File: config.mk
export PLATFORM = sky130hd
export DESIGN_NAME = xalu_ise_issue
export DESIGN_NICKNAME = d
export VERILOG_FILES = /design/src/rtl/xalu_ise_issue.sv
export SDC_FILE = /design/constraint.sdc
export NUM_CORES = 1
export LEC_CHECK = 0
export CAP_MARGIN = 5
export CELL_PAD_IN_SITES_DETAIL_PLACEMENT = 0
export CELL_PAD_IN_SITES_GLOBAL_PLACEMENT = 1
export CORE_MARGIN = 2
export CORE_UTILIZATION = 34
export CTS_CLUSTER_DIAMETER = 60
export DETAILED_ROUTE_END_ITERATION = 16
export PLACE_DENSITY_LB_ADDON = 0.1
export SLEW_MARGIN = 25
export SYNTH_ARGS = -nofsm -noshare
export SYNTH_HDL_FRONTEND = slang
export SYNTH_SLANG_ARGS = --single-unit
File: constraint.sdc
create_clock -name ise_clk -period 2.8 [get_ports ise_clk]
set_clock_uncertainty 0.1 [all_clocks]
set_input_delay 0.56 -clock ise_clk [delete_from_list [all_inputs] [get_ports ise_clk]]
set_output_delay 0.56 -clock ise_clk [all_outputs]
set_load 0.02 [all_outputs]
File: src/rtl/xalu_ise_issue.sv
// rtl/xalu_ise_issue.sv - issue sequencer between the pipeline and a custom-instruction ALU
//
// Purpose: accepts one custom instruction at a time from the pipeline and
// presents its operands to the ISE ALU. It waits up to TIMEOUT cycles for a
// result and returns either that result or an illegal-instruction response.
// TIMEOUT legal range is 1..15.
//
// Ports:
//   ise_clk, ise_rst        clock, asynchronous active-low reset
//   req_valid/req_ready     request handshake (ready only in IDLE without flush)
//   req_fn/imm/rs1/rs2/rd   request payload
//   flush                   pipeline kill, drops any in-flight request
//   ise_fn/imm/in1/in2/val  operands presented to the ISE ALU
//   ise_oval/ise_out        ISE ALU result (may be combinational from ise_val)
//   rsp_valid/rsp_ready     response handshake
//   rsp_data/rd/illegal     response payload

module xalu_ise_issue #(
  parameter int unsigned TIMEOUT = 4
) (
  input  logic        ise_clk,
  input  logic        ise_rst,
  input  logic        req_valid,
  output logic        req_ready,
  input  logic [5:0]  req_fn,
  input  logic [6:0]  req_imm,
  input  logic [31:0] req_rs1,
  input  logic [31:0] req_rs2,
  input  logic [4:0]  req_rd,
  input  logic        flush,
  output logic [5:0]  ise_fn,
  output logic [6:0]  ise_imm,
  output logic [31:0] ise_in1,
  output logic [31:0] ise_in2,
  output logic        ise_val,
  input  logic        ise_oval,
  input  logic [31:0] ise_out,
  output logic        rsp_valid,
  input  logic        rsp_ready,
  output logic [31:0] rsp_data,
  output logic [4:0]  rsp_rd,
  output logic        rsp_illegal
);

  typedef enum logic [1:0] {
    S_IDLE  = 2'd0,
    S_ISSUE = 2'd1,
    S_RESP  = 2'd2
  } state_t;

  // Counter value on the last cycle the ALU is given before the request is
  // declared illegal.
  localparam logic [3:0] LP_CNT_LAST = 4'(TIMEOUT - 1);

  state_t      r_state;
  logic [3:0]  r_cnt;
  logic [5:0]  r_fn;
  logic [6:0]  r_imm;
  logic [31:0] r_in1;
  logic [31:0] r_in2;
  logic [4:0]  r_rd;
  logic        r_ise_val;
  logic        r_rsp_valid;
  logic [31:0] r_rsp_data;
  logic [4:0]  r_rsp_rd;
  logic        r_rsp_illegal;

  logic        w_accept;

  // Ready is combinational on flush so a kill in IDLE blocks acceptance in the same cycle.
  assign req_ready = (r_state == S_IDLE) && !flush;
  assign w_accept  = req_ready && req_valid;

  assign ise_fn      = r_fn;
  assign ise_imm     = r_imm;
  assign ise_in1     = r_in1;
  assign ise_in2     = r_in2;
  assign ise_val     = r_ise_val;
  assign rsp_valid   = r_rsp_valid;
  assign rsp_data    = r_rsp_data;
  assign rsp_rd      = r_rsp_rd;
  assign rsp_illegal = r_rsp_illegal;

  always_ff @(posedge ise_clk or negedge ise_rst) begin
    if (!ise_rst) begin
      r_state       <= S_IDLE;
      r_cnt         <= 4'd0;
      r_fn          <= 6'd0;
      r_imm         <= 7'd0;
      r_in1         <= 32'd0;
      r_in2         <= 32'd0;
      r_rd          <= 5'd0;
      r_ise_val     <= 1'b0;
      r_rsp_valid   <= 1'b0;
      r_rsp_data    <= 32'd0;
      r_rsp_rd      <= 5'd0;
      r_rsp_illegal <= 1'b0;
    end else begin
      case (r_state)
        S_IDLE: begin
          if (w_accept) begin
            r_fn      <= req_fn;
            r_imm     <= req_imm;
            r_in1     <= req_rs1;
            r_in2     <= req_rs2;
            r_rd      <= req_rd;
            r_cnt     <= 4'd0;
            r_ise_val <= 1'b1;
            r_state   <= S_ISSUE;
          end
        end
        S_ISSUE: begin
          // Priority: flush, then a result, then timeout.
          if (flush) begin
            r_ise_val <= 1'b0;
            r_state   <= S_IDLE;
          end else if (ise_oval) begin
            r_rsp_data    <= ise_out;
            r_rsp_illegal <= 1'b0;
            r_rsp_rd      <= r_rd;
            r_rsp_valid   <= 1'b1;
            r_ise_val     <= 1'b0;
            r_state       <= S_RESP;
          end else if (r_cnt == LP_CNT_LAST) begin
            r_rsp_data    <= 32'd0;
            r_rsp_illegal <= 1'b1;
            r_rsp_rd      <= r_rd;
            r_rsp_valid   <= 1'b1;
            r_ise_val     <= 1'b0;
            r_state       <= S_RESP;
          end else if (r_cnt != 4'hF) begin
            r_cnt <= r_cnt + 4'd1;
          end
        end
        S_RESP: begin
          // Payload is left untouched on exit; only the valid drops.
          if (flush || rsp_ready) begin
            r_rsp_valid <= 1'b0;
            r_state     <= S_IDLE;
          end
        end
        default: begin
          r_ise_val   <= 1'b0;
          r_rsp_valid <= 1'b0;
          r_state     <= S_IDLE;
        end
      endcase
    end
  end

endmodule

Word level (Yosys, flattened, before mapping)
Cells that the tools add are included.
- memories: 0
- logic and storage cells: 68
- RAM bits: 0
- memory bits (read-only): 0
- output and inout bits: 118
- latch bits: 0
- input bits: 120
- flip-flop bits (word level): 128
- shift operators: 0
- multipliers: 0
- divide/modulo/power cells: 0
- equal/unequal tests: 12
- $lt $le $gt $ge: 0
- bitwise operators: 3
- mux-type cells: 27
- $add $sub $neg: 1
- reduce and logical (&&, ||, !) cells: 13
- operators with widths (kind ; number):
    $mux W32 ; 2
    $mux W4 ; 5
    $ne A2 B2 Y1 const B ; 6
    $mux W2 ; 5
    $mux W5 ; 2
    $mux W1 ; 9
    $reduce_and A3 Y1 ; 3
    $ne A4 B4 Y1 const B ; 2
    $pmux W4 S2 ; 1
    $pmux W1 S3 ; 2
    $pmux W2 S3 ; 1
    $reduce_and A6 Y1 ; 1
    $add A4 B1 Y4 const B ; 1
    $eq A4 B2 Y1 const B ; 1
    $reduce_and A4 Y1 ; 1
    $reduce_bool A2 Y1 ; 2
    $ne A3 B3 Y1 const B ; 1
    $not A1 Y1 ; 3
    $eq A2 B1 Y1 const B ; 1
    $eq A2 B2 Y1 const B ; 1
    $logic_and A1 B1 Y1 ; 2
    $logic_not A2 Y1 ; 1
    $reduce_and A2 Y1 ; 1
    $logic_not A1 Y1 ; 1
    $logic_or A1 B1 Y1 ; 1

Longest topological paths before layout
Gate-level depths: netlist of run 1.
- depth in word-level cells: 6
- gate-level depth with buffers: 6
- gate-level depth less buffers: 4

Worst setup path before layout of run 1
No wires, ideal clock.
- kind: input-to-reg
- start: in flush
- end: reg r_fn[0], in the netlist ise_fn[0]
- data required time: 2.573 ns
- library setup time: 0.127 ns
- path slack: 0.896 ns
- cell stages on the path: 5
- buffers on the path: 2
- data arrival time: 1.676 ns
- cells stage by stage: nor3_2 > and2_1 > buf_6 > buf_6 > mux2_1
- cells in the longest elaborated chain, start to end: 4
- RTL lines (element ; line ; text):
    start, declared ; 30 ; input logic flush,
    $logic_not A1 Y1 ; 71 ; assign req_ready = (r_state == S_IDLE) && !flush;
    $logic_and A1 B1 Y1 ; 71 ;
    $logic_and A1 B1 Y1 ; 72 ; assign w_accept = req_ready && req_valid;
    $reduce_and A2 Y1 (no source line) ; - ;
    end signal, assigned ; 102 ; r_fn <= req_fn;
    end, declared ; 57 ; logic [5:0] r_fn;
No other way between the ends.
A chain may end at the register's enable or synchronous reset.

Final worst setup path of run 1
- start: in flush
- end: out req_ready
- cells in the longest elaborated chain, start to end: 2
- RTL lines (element ; line ; text):
    $logic_not A1 Y1 ; 71 ;
    $logic_and A1 B1 Y1 ; 71 ;
    end, declared ; 24 ; output logic req_ready,
No other way between the ends.

==> flow_metrics.py, run 1 <==
metrics = {
    "global_routing": {
        "antenna_found_initial": 0,
        "grt_max_degree": 63,
        "top_usage_layer": "met2",
        "grt_pass1_vias": 3592,
        "grtUsageMet1": 0.187,
        "grt_pass1_wl_um": 18500,
        "use_met2": 0.269,
        "grt.overflow.total": 0,
        "track_usage": 0.161,
        "met3_usage": 0.0536,
    },
    "sta": {
        "layout_min_cycle_time_ns": 2.44,
        "holdWs_ns": 0.0569,
        "setup_viol_count_final": 0,
        "fmax_mhz": 410,
        "finalMaxSlewViolations": 0,
        "max_slew.worst_pin.slew_ns": 0.584,
        "fin_tns_setup_ns": 0,
        "period_share": 0.871,
        "slew_headroom": 0.610,
        "hold_viol": 0,
        "rsz0062_at_grt": "false",
    },
    "logic_synthesis": {
        "yosysSeqAreaShare": 0.656,
        "synth.top_cell.area_share": 0.656,
        "synthFlopType": "dfrtp_1",
        "yosysUniqueCellTypes": 32,
        "synth_top_area_cell": "dfrtp_1",
        "synth-edff-count": 0,
        "syn_area_per_cell_um2": 16.1,
        "syn-num-nets": 425,
        "postSynthCellCount": 304,
        "syn-cell-area_um2": 4880,
        "ys_seq_elements": 128,
        "synth_area_leaders": "dfrtp_1, mux2_1, a22o_1, buf_6, buf_4",
        "async_flop_share": 1.00,
        "ys_warn_count": 0,
    },
    "worst_setup_path": {
        "critPathTopFamily": "buffers and inverters",
        "critPathMaxStageDelay_ns": 0.63,
        "crit_buf_inv": 2,
        "cpMaxStageDelayCell": "clkdlybuf4s50_1",
        "crit_path_start": "flush",
        "crit_type": "primary input to output pin",
        "cp.arrival_ns": 1.78,
        "worstReg2RegStart": "r_state[0]",
        "crit_path_end_kind": "output pin",
        "worstPathRequired_ns": 2.14,
        "endpoint": "req_ready",
        "worst-r2r-cell-count": 4,
        "startpoint_type": "primary input",
        "path_cells": "clkdlybuf4s50_1 -> nor3_2 -> clkdlybuf4s50_1",
        "critPathMostFrequentCell": "clkdlybuf4s50_1",
        "r2r_end": "ise_in1[22]",
        "worstPathMaxFanout": 2,
        "reg2reg_slack_ns": 0.91,
        "path_depth": 3,
    },
    "final_layout": {
        "syn2layout_area_growth_pct": 64.0,
        "register_area_um2": 3200,
        "fin_cells": 746,
        "drive_gt1_frac": 0.0760,
        "multi_input_area_um2": 1540,
        "nets": 674,
        "layout_common_cells": "clkdlybuf4s50_1, dfrtp_1, mux2_1",
        "layout_commonest_cell": "clkdlybuf4s50_1",
        "diodes": 0,
        "fillers": 1138,
    },
    "placed_design": {
        "place_inst": 714,
        "port_buffers": 237,
        "globalplace.congestion": 0.715,
        "dp_hpwl_um": 9160,
    },
    "drt": {
        "vias_per_cell": 4.63,
        "vias": 3454,
        "ant_nets": 0,
        "drc": 0,
        "drt-pass1-iter-count": 4,
        "wl_um": 12200,
        "drt_iter0_markers": 122,
        "wl_per_cell_um": 16.4,
    },
    "floorplan": {
        "start_util": 0.350,
        "rows": 43,
        "fp.dieH_um": 124,
        "pin_count": 238,
        "core_um2": 13900,
        "die_width_um": 124,
        "dieArea_um2": 15300,
    },
    "clock_tree": {
        "root_buffer": "clkbuf_16",
        "clk_pin_slew_ns": 0.05,
        "ctsResizeCount": 0,
        "post_cts_buffers": 0,
        "cts_hold_buf": 0,
        "cts.htree.levels": 4,
        "clock-sinks": 128,
        "cts_made_buffers": 17,
        "clock_latency_ns": 0.40,
        "cts_tree": "yes",
        "cts.path.max_buffers": 2,
    },
    "power_and_ir_drop": {
        "swShare": 0.291,
        "pwr-share-comb": 0.320,
        "peakVddDrop_uv": 365,
        "powerDensity_nw_per_um2": 821,
        "p_int_mw": 4.67,
        "power_switching_mw": 1.91,
        "seq_power_share": 0.382,
        "leakagePower_nw": 3.42,
        "power.clock.fraction": 0.298,
    },
    "hold_path": {
        "hold_path_class": "primary input to async pin",
    },
    "run": {
        "cap_violations": 0,
    },
    "status": {
        "status": "complete, no violations",
    },
}
==> cell usage after synthesis, types with 3 or more instances <==
| library cell | number |
|---|---|
| a22o_1 | 33 |
| buf_2 | 3 |
| buf_4 | 4 |
| buf_6 | 8 |
| dfrtp_1 | 128 |
| mux2_1 | 87 |
| nand2_1 | 3 |
| nor2_1 | 3 |
| nor2b_1 | 3 |
==> worst min-delay path by stage <==
stage	start	endpoint	slack (ns)	depth (start not counted)
floorplan	ise_rst	ise_fn[0]	0.16	0
global placement	r_rd[3]	rsp_rd[3]	0.36	1
detailed placement	ise_fn[3]	ise_fn[3]	0.37	1
CTS	ise_rst	ise_in2[5]	0.07	1
global route	ise_rst	ise_in2[8]	0.1	1
finish	ise_rst	ise_in2[6]	0.06	1
==> power groups by stage <==
| stage | Clock (mW) | Sequential [mW] | Combinational (mW) |
|---|---|---|---|
| final | 1.96 | 2.51 | 2.10 |
| after global routing | 2.11 | 2.57 | 2.23 |
| after CTS | 2.03 | 2.52 | 2.14 |
| after detailed placement | 0 | 2.54 | 2.14 |
| after global placement | 0 | 2.53 | 2.11 |
| after floorplan | 0 | 3.05 | 0.405 |
==> per-layer routing <==
metal  vias up  share of wire
met4         0          0.023
met1      1680           0.40
met5         -              0
met3        22          0.082
met2       143           0.49
li1       1609              -
==> cell families after synthesis <==
group	Yosys count	synth area share
AOI/OAI and AO/OA	44	0.0758
DFF	128	0.656
muxes	89	0.205
buffers and inverters	19	0.0307
and+or+nand+nor	22	0.0282
xor gates and xnor gates	1	0.00179
adders and majority gates	1	0.00256
==> sequential cells by signal, indices dropped and copies added (netlist names) <==
signal,count
ise_fn,6
ise_imm,7
ise_in1,32
ise_in2,32
ise_val,1
r_cnt,4
r_rd,5
r_state,2
rsp_data,32
rsp_illegal,1
rsp_rd,5
rsp_valid,1
==> layout make-up <==
cell class / instances / area share
clock buffer: 27 / 0.0640
inverter: 2 / 0.000937
sequential: 128 / 0.400
clock inverter: 5 / 0.00344
multi-input combinational: 157 / 0.192
tap: 180 / 0.0281
timing repair buffer: 247 / 0.311
==> through the flow <==
step | power [mW] | utilization | setup WS (ns) | instance area, um2
after floorplan | 3.46 | - | 0.896 | 4880
after global placement | 4.64 | 0.536 | 0.352 | 7470
after detailed placement | 4.68 | 0.536 | 0.356 | 7470
after CTS | 6.69 | 0.575 | 0.341 | 8010
after global routing | 6.92 | 0.575 | 0.305 | 8010
final | 6.58 | 0.575 | 0.362 | 8010
==> worst register-to-register path, delay by kind of cell, from the launching register on <==
| kind | cells | cell delay (ns) |
|---|---|---|
| multiplexers | 1 | 0.36 |
| flip-flops | 1 | 0.49 |
| buffers and inverters | 1 | 0.24 |
| AND/OR/NAND/NOR | 2 | 0.58 |
Note: power is estimated with default switching activity, not from simulation.
==> run 2, diff against run 1 <==
- CORE_UTILIZATION: 34 -> 52
- DONT_BUFFER_PORTS: not set -> 1
- PLACE_DENSITY: not set -> 0.81
- PLACE_DENSITY_LB_ADDON: 0.1 -> not set
==> run 2 against run 1 <==
Against the previous run:
- the flow now finishes with violations (hold timing)
- maximum frequency increased by 13%
- global-route usage is 2.6 points higher
- final area is 31% lower
- clock power increased by 11%
- non-clock buffer count decreased by 240
- first-iteration DRC count fell by 30%
- final cell count decreased by 42%
- combinational power decreased by 78%
- setup slack gained 0.27 ns
- critical path type is now flip-flop to flip-flop
- highest routed layer unchanged
==> flow_metrics.py, run 2 (synthesized netlist as in run 1, its figures left out) <==
metrics = {
    "placed_design": {
        "place_inst": 404,
        "dp_slack_ns": 0.612,
        "place_area_um2": 4960,
        "port_buffers": 0,
        "dp_hpwl_um": 6790,
        "globalplace.congestion": 0.694,
    },
    "power_and_ir_drop": {
        "swShare": 0.314,
        "p_int_mw": 3.95,
        "power_switching_mw": 1.81,
        "peakVddDrop_uv": 470,
        "leakagePower_nw": 2.50,
        "seq_power_share": 0.545,
        "power.clock.fraction": 0.376,
        "power_mw": 5.76,
        "pwr-share-comb": 0.079,
        "powerDensity_nw_per_um2": 1040,
    },
    "status": {
        "violations": "hold timing",
        "status": "complete, but fails checks",
    },
    "global_routing": {
        "antenna_found_initial": 0,
        "grt.overflow.total": 0,
        "grtUsageMet1": 0.221,
        "top_usage_layer": "met2",
        "grt_pass1_vias": 2660,
        "met3_usage": 0.0583,
        "grt_max_degree": 129,
        "track_usage": 0.187,
        "grt_pass1_wl_um": 14300,
        "use_met2": 0.314,
    },
    "drt": {
        "drc": 0,
        "vias_per_cell": 5.91,
        "ant_nets": 0,
        "drt_iter0_markers": 85,
        "wl_per_cell_um": 21.9,
        "wl_um": 9540,
        "drt-pass1-iter-count": 4,
        "vias": 2575,
    },
    "final_layout": {
        "diodes": 0,
        "drive_gt1_frac": 0.129,
        "fin_util": 0.604,
        "nets": 434,
        "layout_commonest_cell": "dfrtp_1",
        "multi_input_area_um2": 1540,
        "fillers": 703,
        "layout_common_cells": "dfrtp_1, mux2_1, a22o_1",
        "register_area_um2": 3200,
        "stdcell_area_um2": 5560,
        "syn2layout_area_growth_pct": 13.8,
        "fin_cells": 436,
    },
    "clock_tree": {
        "cts_made_buffers": 17,
        "clock_latency_ns": 0.49,
        "cts_tree": "yes",
        "cts.htree.levels": 4,
        "clk_pin_slew_ns": 0.06,
        "cts.path.max_buffers": 2,
        "cts_hold_buf": 1,
        "clock-sinks": 128,
        "post_cts_buffers": 0,
        "root_buffer": "clkbuf_8",
        "ctsResizeCount": 0,
    },
    "sta": {
        "layout_min_cycle_time_ns": 2.16,
        "setup_viol_count_final": 0,
        "setup_ws_ns": 0.636,
        "slew_headroom": 0.712,
        "period_share": 0.773,
        "max_slew.worst_pin.slew_ns": 0.429,
        "holdWs_ns": -0.344,
        "fin_tns_setup_ns": 0,
        "finalMaxSlewViolations": 0,
        "hold_viol": 128,
        "fmax_mhz": 462,
        "rsz0062_at_grt": "false",
    },
    "floorplan": {
        "die_width_um": 101,
        "start_util": 0.531,
        "fp.dieH_um": 101,
        "dieArea_um2": 10200,
        "pin_count": 238,
        "rows": 35,
        "core_um2": 9200,
    },
    "worst_setup_path": {
        "cp.arrival_ns": 2.44,
        "crit_path_end_kind": "flip-flop",
        "worstPathMaxFanout": 35,
        "worst-r2r-cell-count": 4,
        "startpoint_type": "flip-flop",
        "worstPathRequired_ns": 3.08,
        "crit_type": "flip-flop to flip-flop",
    },
    "run": {
        "cap_violations": 0,
    },
    "hold_path": {
        "hold_path_class": "primary input to async pin",
    },
}
==> run 2: worst paths after layout <==
| kind | start | to | slack (ns) |
|---|---|---|---|
| worst min register to register | r_rd[1] | rsp_rd[1] | 0.38 |
| worst max register to register | r_state[1] | ise_in1[28] | 0.64 |
| worst min-delay path | ise_rst | ise_in2[10] | -0.34 |
| min in group ise_clk | req_rs1[23] | ise_in1[23] | 0.09 |
| max in group asynchronous | ise_rst | rsp_data[13] | 2.72 |
| worst max-delay path | r_state[1] | ise_in1[28] | 0.64 |
==> run 2: critical path: stages, from the launching register on <==
cell and delay (ns):
dfrtp_1 0.45, nor3_2 0.43, and2_4 0.42, buf_12 0.25
mux2_1 0.35
==> run 2: cell type report <==
cell class,count,area share
Sequential cell,128,0.576
Tap cell,111,0.0250
Clock inverter,13,0.0293
Clock buffer,18,0.0770
Inverter,2,0.00135
Multi-Input combinational cell,157,0.277
Timing Repair Buffer,7,0.0144
==> run 2: power groups by stage <==
stage | Combinational, mW | Sequential [mW] | Clock (mW)
2_1_floorplan | 0.405 | 3.05 | 0
3_3_place_gp | 0.427 | 3.17 | 0
3_5_place_dp | 0.463 | 3.18 | 0
4_1_cts | 0.465 | 3.15 | 2.22
5_1_grt | 0.510 | 3.19 | 2.33
6_report | 0.453 | 3.14 | 2.17
==> run 2: per-layer routing <==
metal,up-vias,part of all wire
li1,1128,-
met1,1298,0.38
met2,140,0.53
met3,9,0.081
met4,0,0.012
met5,-,0
==> run 3, diff against run 2 <==
- CORE_UTILIZATION: 52 -> 49
- PLACE_DENSITY: 0.81 -> 0.76
- clock period: 2.8 -> 2 ns (I/O delays scaled with it)
==> run 3 against run 2 <==
Against the previous run:
- the flow now stops in clock tree synthesis
- synthesized cell count unchanged
- synthesized area unchanged
==> flow_metrics.py, run 3 <==
metrics = {
    "logic_synthesis": {
        "synth.most_common_cell": "dfrtp_1",
        "syn-num-nets": 425,
        "yosysUniqueCellTypes": 32,
        "synth_common_cells": "dfrtp_1, mux2_1, a22o_1",
        "synth_top_area_cell": "dfrtp_1",
        "synthFlopType": "dfrtp_1",
        "ys_warn_count": 0,
        "synth-edff-count": 0,
        "syn-cell-area_um2": 4880,
        "synth_area_leaders": "dfrtp_1, mux2_1, a22o_1, buf_6, buf_4",
        "async_flop_share": 1.00,
        "postSynthCellCount": 304,
        "ys_seq_elements": 128,
        "yosysSeqAreaShare": 0.656,
        "synth.top_cell.area_share": 0.656,
        "syn_area_per_cell_um2": 16.1,
    },
    "placed_design": {
        "port_buffers": 0,
        "dp_hpwl_um": 6910,
        "globalplace.congestion": 0.752,
        "place_area_um2": 5040,
        "dp_slack_ns": 0.232,
    },
    "clock_tree": {
        "cts.htree.levels": 4,
        "clock-sinks": 128,
        "root_buffer": "clkbuf_8",
        "cts_made_buffers": 17,
        "ctsResizeCount": 0,
        "cts_hold_buf": 101,
        "cts.path.max_buffers": 2,
        "post_cts_buffers": 0,
    },
    "status": {
        "error_line": "[ERROR RSZ-0060] Max buffer count reached.",
        "status": "did not finish",
        "haltStage": "clock tree synthesis",
    },
    "floorplan": {
        "start_util": 0.502,
        "die_width_um": 104,
        "rows": 36,
        "fp.dieH_um": 104,
        "pin_count": 238,
    },
}
==> run 3: kinds of logic after synthesis <==
logic type,Yosys count,share of synthesized area
flip-flops,128,0.656
AND/OR/NAND/NOR,22,0.0282
multiplexers,89,0.205
AO/OA/AOI/OAI,44,0.0758
XOR/XNOR,1,0.00179
buffers and inverters,19,0.0307
adder cells (fa/ha/maj),1,0.00256
==> run 3: metrics by stage <==
step	utilization	instances
after global placement	0.518	430
after detailed placement	0.518	430
after floorplan	-	304
==> run 4, diff against run 3 <==
- CELL_PAD_IN_SITES_DETAIL_PLACEMENT: 0 -> not set
- CELL_PAD_IN_SITES_GLOBAL_PLACEMENT: 1 -> not set
- CORE_UTILIZATION: 49 -> 40
- CTS_CLUSTER_DIAMETER: 60 -> not set
- PLACE_DENSITY: 0.76 -> not set
- PLACE_DENSITY_LB_ADDON: not set -> 0.15
==> run 4 against run 3 <==
Against the previous run:
- the flow now finishes, with violations (hold timing)
==> flow_metrics.py, run 4 (synthesized netlist as in run 1, its figures left out) <==
metrics = {
    "placed_design": {
        "globalplace.congestion": 0.748,
        "dp_slack_ns": 0.234,
        "place_inst": 443,
        "port_buffers": 0,
        "dp_hpwl_um": 6540,
    },
    "sta": {
        "layout_min_cycle_time_ns": 1.79,
        "period_share": 0.894,
        "setup_ws_ns": 0.213,
        "fmax_mhz": 559,
        "max_slew.worst_pin.slew_ns": 0.381,
        "hold_viol": 128,
        "slew_headroom": 0.746,
        "fin_tns_setup_ns": 0,
        "rsz0062_at_grt": "false",
        "holdWs_ns": -0.415,
        "setup_viol_count_final": 0,
        "finalMaxSlewViolations": 0,
    },
    "global_routing": {
        "grt_pass1_vias": 2665,
        "grt_pass1_wl_um": 14300,
        "grt.overflow.total": 0,
        "track_usage": 0.147,
        "antenna_found_initial": 0,
        "grt_max_degree": 129,
    },
    "floorplan": {
        "start_util": 0.408,
        "pin_count": 238,
        "dieArea_um2": 13100,
        "rows": 40,
        "core_um2": 12000,
        "fp.dieH_um": 114,
        "die_width_um": 114,
    },
    "final_layout": {
        "nets": 452,
        "layout_commonest_cell": "dfrtp_1",
        "layout_common_cells": "dfrtp_1, mux2_1, a22o_1",
        "syn2layout_area_growth_pct": 19.9,
        "diodes": 0,
        "drive_gt1_frac": 0.125,
        "fin_cells": 491,
    },
    "clock_tree": {
        "clock_latency_ns": 0.41,
        "clk_pin_slew_ns": 0.06,
        "post_cts_buffers": 0,
        "clock-sinks": 128,
        "cts_made_buffers": 17,
        "root_buffer": "clkbuf_16",
        "cts.path.max_buffers": 2,
        "cts.htree.levels": 4,
        "cts_tree": "yes",
    },
    "worst_setup_path": {
        "crit_path_start": "r_cnt[0]",
        "worstPathRequired_ns": 2.24,
        "worst-r2r-cell-count": 5,
        "worstReg2RegStart": "r_cnt[0]",
        "crit_path_end_kind": "flip-flop",
        "cp.arrival_ns": 2.03,
        "endpoint": "rsp_data[14]",
        "startpoint_type": "flip-flop",
        "crit_type": "flip-flop to flip-flop",
        "reg2reg_slack_ns": 0.21,
        "worstPathMaxFanout": 33,
        "r2r_end": "rsp_data[14]",
    },
    "power_and_ir_drop": {
        "powerDensity_nw_per_um2": 1440,
        "power.clock.fraction": 0.400,
        "pwr-share-comb": 0.079,
        "peakVddDrop_uv": 608,
        "seq_power_share": 0.521,
        "swShare": 0.295,
        "p_int_mw": 5.94,
        "power_mw": 8.43,
        "leakagePower_nw": 2.61,
        "power_switching_mw": 2.49,
    },
    "run": {
        "cap_violations": 0,
    },
    "status": {
        "status": "complete, but fails checks",
        "violations": "hold timing",
    },
    "drt": {
        "drt_iter0_markers": 134,
        "wl_per_cell_um": 19.3,
        "vias_per_cell": 5.38,
        "ant_nets": 0,
        "vias": 2643,
        "drt-pass1-iter-count": 4,
        "wl_um": 9490,
        "drc": 0,
    },
    "hold_path": {
        "hold_path_class": "primary input to async pin",
    },
}
[run 4: area by class of cell]
type	instances	area, um2
flip-flops and latches	128	3200
repair buffers	25	265
clock inverters	9	179
fillers	1016	6110
clock buffers	23	478
well taps	147	184
multi-input cells	157	1540
inverters	2	7.51
[run 4: timing repair]
action,CTS,global route
hold buffers,15,1
resized for setup,0,0
setup endpoints to repair,0,0
endpoints found under the hold margin,143,129
[run 4: how the worst min path moves through the flow]
stage	from	endpoint	slack (ns)	cells past startpoint
after floorplan	ise_rst	ise_fn[0]	0.004	0
after global placement	ise_rst	ise_in2[23]	0.007	0
after detailed placement	ise_rst	ise_in2[23]	0.007	0
after CTS	ise_rst	ise_imm[2]	-0.44	0
after global routing	ise_rst	ise_imm[2]	-0.44	0
final	ise_rst	rsp_data[28]	-0.42	0
[run 4: through the flow]
| stage | utilization | hold slack [ns] | cell area [um2] |
|---|---|---|---|
| after floorplan | - | 0.00441 | 4880 |
| after global placement | 0.421 | 0.00693 | 5040 |
| after detailed placement | 0.421 | 0.00684 | 5040 |
| after CTS | 0.489 | -0.440 | 5850 |
| after global routing | 0.490 | -0.441 | 5860 |
| final | 0.490 | -0.415 | 5860 |
[run 4: critical path, stage by stage, from the launching register on]
cell	delay, ns
dfrtp_1	0.40
ha_1	0.24
nor3b_2	0.18
o211ai_1	0.20
buf_4	0.36
a22o_1	0.21
[run 4: per-layer routing]
layer  vias to the layer above  global-route usage  wire, um
li1                       1167                   -         -
met1                      1309               0.168      3660
met2                       151               0.224      4600
met3                        16              0.0757      1020
met4                         0              0.0780       205
met5                         -                   0         0
[run 4: power groups by stage]
stage	registers [mW]	clock network (mW)	logic [mW]
5_1_grt	4.48	3.59	0.751
6_report	4.39	3.37	0.662
3_5_place_dp	4.45	0	0.654
3_3_place_gp	4.46	0	0.616
2_1_floorplan	4.28	0	0.567
4_1_cts	4.42	3.46	0.676
